`config.mk`:
```
export PLATFORM = sky130hd
export DESIGN_NAME = alu_retire_stage
export DESIGN_NICKNAME = d
export VERILOG_FILES = /design/src/rtl/alu_retire_stage.sv
export SDC_FILE = /design/constraint.sdc
export NUM_CORES = 1
export LEC_CHECK = 0
export ABC_AREA = 1
export BUFFER_PORTS_ARGS = -buffer_cell sky130_fd_sc_hd__buf_2
export CAP_MARGIN = 15
export CORE_MARGIN = 10
export CORE_UTILIZATION = 40
export DETAILED_ROUTE_END_ITERATION = 16
export PLACE_DENSITY_LB_ADDON = 0.12
export SYNTH_ARGS = -nofsm -noshare
export SYNTH_HDL_FRONTEND = slang
export SYNTH_SLANG_ARGS = --single-unit
```
`constraint.sdc`:
```
create_clock -name Clk -period 1.67 [get_ports Clk]
set_clock_uncertainty 0.1 [all_clocks]
set_input_delay 0.167 -clock Clk [delete_from_list [all_inputs] [get_ports Clk]]
set_output_delay 0.167 -clock Clk [all_outputs]
set_load 0.01 [all_outputs]
```
`src/rtl/alu_retire_stage.sv`:
```
// alu_retire_stage: retire stage directly behind the 8-bit ALU.
// Captures the ALU result, its Zero/Sign outputs and the destination tag into a
// 2-entry skid buffer. The head entry is presented to register-file writeback
// over valid/ready. Also holds the architectural Zero/Sign flags, which update
// at retirement, and a wrapping retired-op counter.
// Optional macro ALU_RETIRE_FWD_EN adds fwd_valid/fwd_dst/fwd_data, which expose
// the youngest buffered entry for operand bypass.
module alu_retire_stage #(
  parameter int W   = 8,
  parameter int Ops = 3,
  parameter int RA  = 3,
  parameter int CW  = 16
) (
  input  logic           Clk,
  input  logic           Reset_n,
  input  logic           in_valid,
  output logic           in_ready,
  input  logic [W-1:0]   in_data,
  input  logic           in_zero,
  input  logic           in_sign,
  input  logic [Ops-1:0] in_op,
  input  logic           in_wr_en,
  input  logic [RA-1:0]  in_dst,
  output logic           wb_valid,
  input  logic           wb_ready,
  output logic [W-1:0]   wb_data,
  output logic [RA-1:0]  wb_dst,
  output logic           wb_wr_en,
  output logic           flag_zero,
  output logic           flag_sign,
  output logic [CW-1:0]  ret_cnt
`ifdef ALU_RETIRE_FWD_EN
  ,
  output logic           fwd_valid,
  output logic [RA-1:0]  fwd_dst,
  output logic [W-1:0]   fwd_data
`endif
);

  typedef struct packed {
    logic [W-1:0]  data;
    logic          zero;
    logic          sign;
    logic          upd;
    logic          wr_en;
    logic [RA-1:0] dst;
  } entry_t;

  typedef enum logic [1:0] {EMPTY, HALF, FULL} state_t;

  state_t state;
  entry_t h, s, nxt;
  logic   in_fire, wb_fire;

  // Handshakes come from registered state only, so wb_ready never reaches in_ready.
  assign in_ready = (state != FULL);
  assign wb_valid = (state != EMPTY);
  assign in_fire  = in_valid & in_ready;
  assign wb_fire  = wb_valid & wb_ready;

  // Pack the incoming ALU result. Only the defined ALU opcodes (0..3) may touch the flags.
  always_comb begin
    nxt       = '0;
    nxt.data  = in_data;
    nxt.zero  = in_zero;
    nxt.sign  = in_sign;
    nxt.upd   = (in_op <= Ops'(3));
    nxt.wr_en = in_wr_en;
    nxt.dst   = in_dst;
  end

  assign wb_data  = h.data;
  assign wb_dst   = h.dst;
  assign wb_wr_en = h.wr_en;

  // Skid-buffer FSM, flag update at retirement, and retired-op counter.
  always_ff @(posedge Clk or negedge Reset_n) begin
    if (!Reset_n) begin
      state     <= EMPTY;
      h         <= '0;
      s         <= '0;
      flag_zero <= 1'b0;
      flag_sign <= 1'b0;
      ret_cnt   <= '0;
    end else begin
      case (state)
        EMPTY: if (in_fire) begin
          h     <= nxt;
          state <= HALF;
        end
        HALF: begin
          if (in_fire && wb_fire) h <= nxt;
          else if (in_fire) begin
            s     <= nxt;
            state <= FULL;
          end else if (wb_fire) state <= EMPTY;
        end
        FULL: if (wb_fire) begin
          h     <= s;
          state <= HALF;
        end
        default: state <= EMPTY;
      endcase
      if (wb_fire) begin
        ret_cnt <= ret_cnt + 1'b1;
        if (h.upd) begin
          flag_zero <= h.zero;
          flag_sign <= h.sign;
        end
      end
    end
  end

`ifdef ALU_RETIRE_FWD_EN
  entry_t young;
  // The youngest entry sits in the skid register when FULL, otherwise in the head.
  always_comb begin
    young     = (state == FULL) ? s : h;
    fwd_valid = (state != EMPTY) && young.wr_en;
    fwd_dst   = young.dst;
    fwd_data  = young.data;
  end
`endif

endmodule

```
==> flow_summary_export.csv <==
group,metric,value,unit
outcome,outcome,"finished clean",
yosys,synthTopCellsByCount,"sky130_fd_sc_hd__nand2_1 (84), sky130_fd_sc_hd__dfrtp_1 (50), sky130_fd_sc_hd__o21ai_0 (47), sky130_fd_sc_hd__inv_1 (35), sky130_fd_sc_hd__nor2_1 (21)",
setup_path,setup.worst_path.start_class,"register",
sta,tightest_slew,0.2740,ns
setup_path,delay_of_the_slowest_cell_on_the_worst_path,0.39,ns
floorplanning,initial_core_util,40.80,%
yosys,synth.top_cell.area_share,52.41,%
drt,drt_drc_violations_left,0,
global_route,grt_pass1_vias,1898,
yosys,postSynth.asyncResetShare,100.0,%
global_route,globalRoute.totalOverflow,0,
global_route,overall_global_routing_resource_usage,10.90,%
placed_design,dp_hpwl,3586,microns
setup_path,crit_chain,"inv_2 > nand2_1 > buf_6 > buf_2",
drt,drt_iter0_markers,58,
cells_and_area,finish.cell_count_without_fillers,411,
clock_network,tritoncts_num_sinks,50,
drt,post_drt_wl_per_cell,12.14,microns
setup_path,critical_path.max_fanout,31,
drt,finalWirelength,4991,microns
pwr,power_leakage,1.477,nW
setup_path,crit_path_top_delay_cell,"sky130_fd_sc_hd__dfrtp_1",
sta,fmax,0.6606,GHz
yosys,ys_seq_area_share,52.41,%
sta,unrepaired_setup_endpoints_after_global_routing,"no",
cells_and_area,fillcell_total,587,
placed_design,placedCellCount,402,
cells_and_area,post_route_cells_drive_above_1_share,20.24,%
floorplanning,num_rows,28,
floorplanning,die_area,9459,sq um
pwr,power_density_over_cell_area,1450,nW/um^2
clock_network,cts.htree.levels,2,
pwr,max-vdd-ir-drop,0.0005557,V
clock_network,worstSkewPairLatency,0.31,ns
yosys,yosysMostFrequentCell,"sky130_fd_sc_hd__nand2_1",
drt,antenna_violating_nets_post_route,0,
yosys,post_synth_instance_area,2387,sq um
setup_path,worst_setup_path_end_kind,"primary output",
floorplanning,top_level_ports,53,
clock_network,clock-root-buffer,"sky130_fd_sc_hd__clkbuf_8",
yosys,total_nets_after_synthesis,314,
cells_and_area,design.final.nets,358,
drt,via_count,1851,
clock_network,post-cts-setup-buffer-count,0,
global_route,grt_first_pass_wirelength,8700,microns
yosys,post_synth.cell_area_avg,8.176,sq um
sta,post-route-min-period,1.514,ns
flow_run,maxCapViolations,0,
yosys,synth_cell_types,20,
sta,relative_slew_margins,81.73,%
floorplanning,placeableCoreArea,5851,sq um
yosys,yosys_register_bits,50,
placed_design,routabilityCongestion,0.7909,
sta,finalCritPeriodShare,90.64,%
worst_hold_path,min-delay-path-class,"primary input to register",
cells_and_area,antenna-diode-count,0,
cells_and_area,area_delta_synth_final,15.51,%
sta,totalNegativeSetupSlack,0,ns
floorplanning,floorplan.die.height,97.26,microns
setup_path,data_required_time_at_the_worst_endpoint,1.40,ns
placed_design,io_buffers,50,
clock_network,clk_pin_slew_worst_paths,0.09,ns
clock_network,clk_path_buf_depth,2,
clock_network,number_of_buffers_created_by_cts,5,
clock_network,tritoncts,"built",
sta,final-hold-violation-count,0,
yosys,synth.top_cells.by_area,"sky130_fd_sc_hd__dfrtp_1 (52%), sky130_fd_sc_hd__nand2_1 (13%), sky130_fd_sc_hd__o21ai_0 (9.9%)",
global_route,grt_start_max_net_pins,51,
sta,timing.final.setup_violations,0,
yosys,synth_edf_count,0,
yosys,syn_inst,292,
drt,count_of_tritonroute_iterations_in_the_first_routing_pass,4,
floorplanning,die_width,97.26,microns
drt,via_per_inst,4.504,
setup_path,category_of_the_critical_setup_timing_path,"register to primary output",
yosys,yosys_warn_count,0,
sta,final_slew_violations,0,
global_route,number_of_antenna_violations_at_the_first_check_in_global_routing,0,
yosys,yosys.area.top_type,"sky130_fd_sc_hd__dfrtp_1",
yosys,synth-main-ff-cell,"sky130_fd_sc_hd__dfrtp_1",
setup_path,worst_ep_arrival_time,1.25,ns
cells_and_area,final_core_util,47.13,%
## per-stage QoR
stage	hold WS (ns)	power, mW	setup WS, ns	area [sq um]
3_5_place_dp	0.08395	3.370	0.1941	2655
5_1_grt	0.02991	4.350	0.03936	2758
4_1_cts	0.02205	4.061	0.07077	2754
6_report	0.03105	3.998	0.1563	2758
2_1_floorplan	-0.2286	2.996	0.3301	2387
3_3_place_gp	0.08268	3.331	0.2269	2655
## report_power, final
part,internal [mW],total (mW),switching [mW]
logic,0.546,1.37,0.820
registers,1.67,1.95,0.282
clock network,0.282,0.683,0.400
## layout make-up
type | instances | area, sq um | share of cell area, %
Sequential cell | 50 | 1251 | 45.37
Multi-Input combinational cell | 186 | 865.8 | 31.40
Timing Repair Buffer | 56 | 329.1 | 11.93
Inverter | 37 | 138.9 | 5.036
Tap cell | 75 | 93.84 | 3.403
Clock buffer | 5 | 68.82 | 2.495
Clock inverter | 2 | 10.01 | 0.3630
## worst paths after layout
check,to,slack (ns),from,depth (start not counted)
worst max register to register,ret_cnt[14],0.20,ret_cnt[1],6
min in group asynchronous,ret_cnt[0],0.28,Reset_n,3
worst min-delay path,s[7],0.03,in_data[0],3
worst min register to register,s[4],0.39,s[4],2
max in group asynchronous,ret_cnt[3],0.96,Reset_n,3
worst max-delay path,in_ready,0.16,state[0],4
## cells in the final DEF (no fill, tap or decap)
master	netlist	routed
sky130_fd_sc_hd__o21ai_0	47	47
sky130_fd_sc_hd__buf_2	3	50
sky130_fd_sc_hd__o211ai_1	2	2
sky130_fd_sc_hd__buf_6	2	1
sky130_fd_sc_hd__clkbuf_8	0	5
sky130_fd_sc_hd__clkinv_2	0	2
sky130_fd_sc_hd__nand2_2	3	3
sky130_fd_sc_hd__ha_1	1	1
sky130_fd_sc_hd__nand3_1	11	11
sky130_fd_sc_hd__xor2_1	7	7
sky130_fd_sc_hd__xnor2_1	2	2
sky130_fd_sc_hd__nand4_1	3	3
sky130_fd_sc_hd__inv_1	35	35
sky130_fd_sc_hd__nand2_1	84	84
sky130_fd_sc_hd__nor2_4	2	2
sky130_fd_sc_hd__a21oi_1	1	1
sky130_fd_sc_hd__dlygate4sd3_1	0	2
sky130_fd_sc_hd__inv_2	2	2
sky130_fd_sc_hd__buf_4	11	1
sky130_fd_sc_hd__buf_12	0	2
sky130_fd_sc_hd__nor2_1	21	21
sky130_fd_sc_hd__dfrtp_1	50	50
sky130_fd_sc_hd__nor3_1	2	2
## cell families (layout without fill, tap and decap cells)
group           after synthesis  after routing  share of synthesized area, %
buf+inv                      56            100                         11.32
compound gates               50             50                         10.69
flops                        50             50                         52.41
simple gates                126            126                         21.75
fa+ha+maj                     1              1                        0.5240
xor+xnor                      9              9                         3.302
## what timing repair did
| item | in CTS | in global routing |
|---|---|---|
| hold buffers | 2 | 0 |
| hold endpoints to repair | 51 | 0 |
| gates resized for setup | 0 | 1 |
| setup endpoints to repair | 0 | 1 |
## worst max-delay path: cells and delay by family, from the launching register on
| family | cells | cell delay [ns] |
|---|---|---|
| AND/OR/NAND/NOR | 1 | 0.10 |
| flip-flops | 1 | 0.39 |
| buffers and inverters | 3 | 0.46 |
## routing by layer
metal / GRT usage (%) / up-vias / share of wire (%) / wire length (microns)
met5: 0 / - / 0 / 0
met4: 4.362 / 0 / 1.6 / 81
met3: 3.983 / 8 / 6.3 / 313
met2: 18.52 / 37 / 46 / 2291
met1: 12.06 / 821 / 46 / 2304
li1: - / 985 / - / -
## flip-flops by register name, indices dropped and copies added (netlist names)
register	flops
flag_sign	1
flag_zero	1
h	3
ret_cnt	16
s	15
state	2
wb_data	8
wb_dst	3
wb_wr_en	1
(Power assumes the default switching activity.)
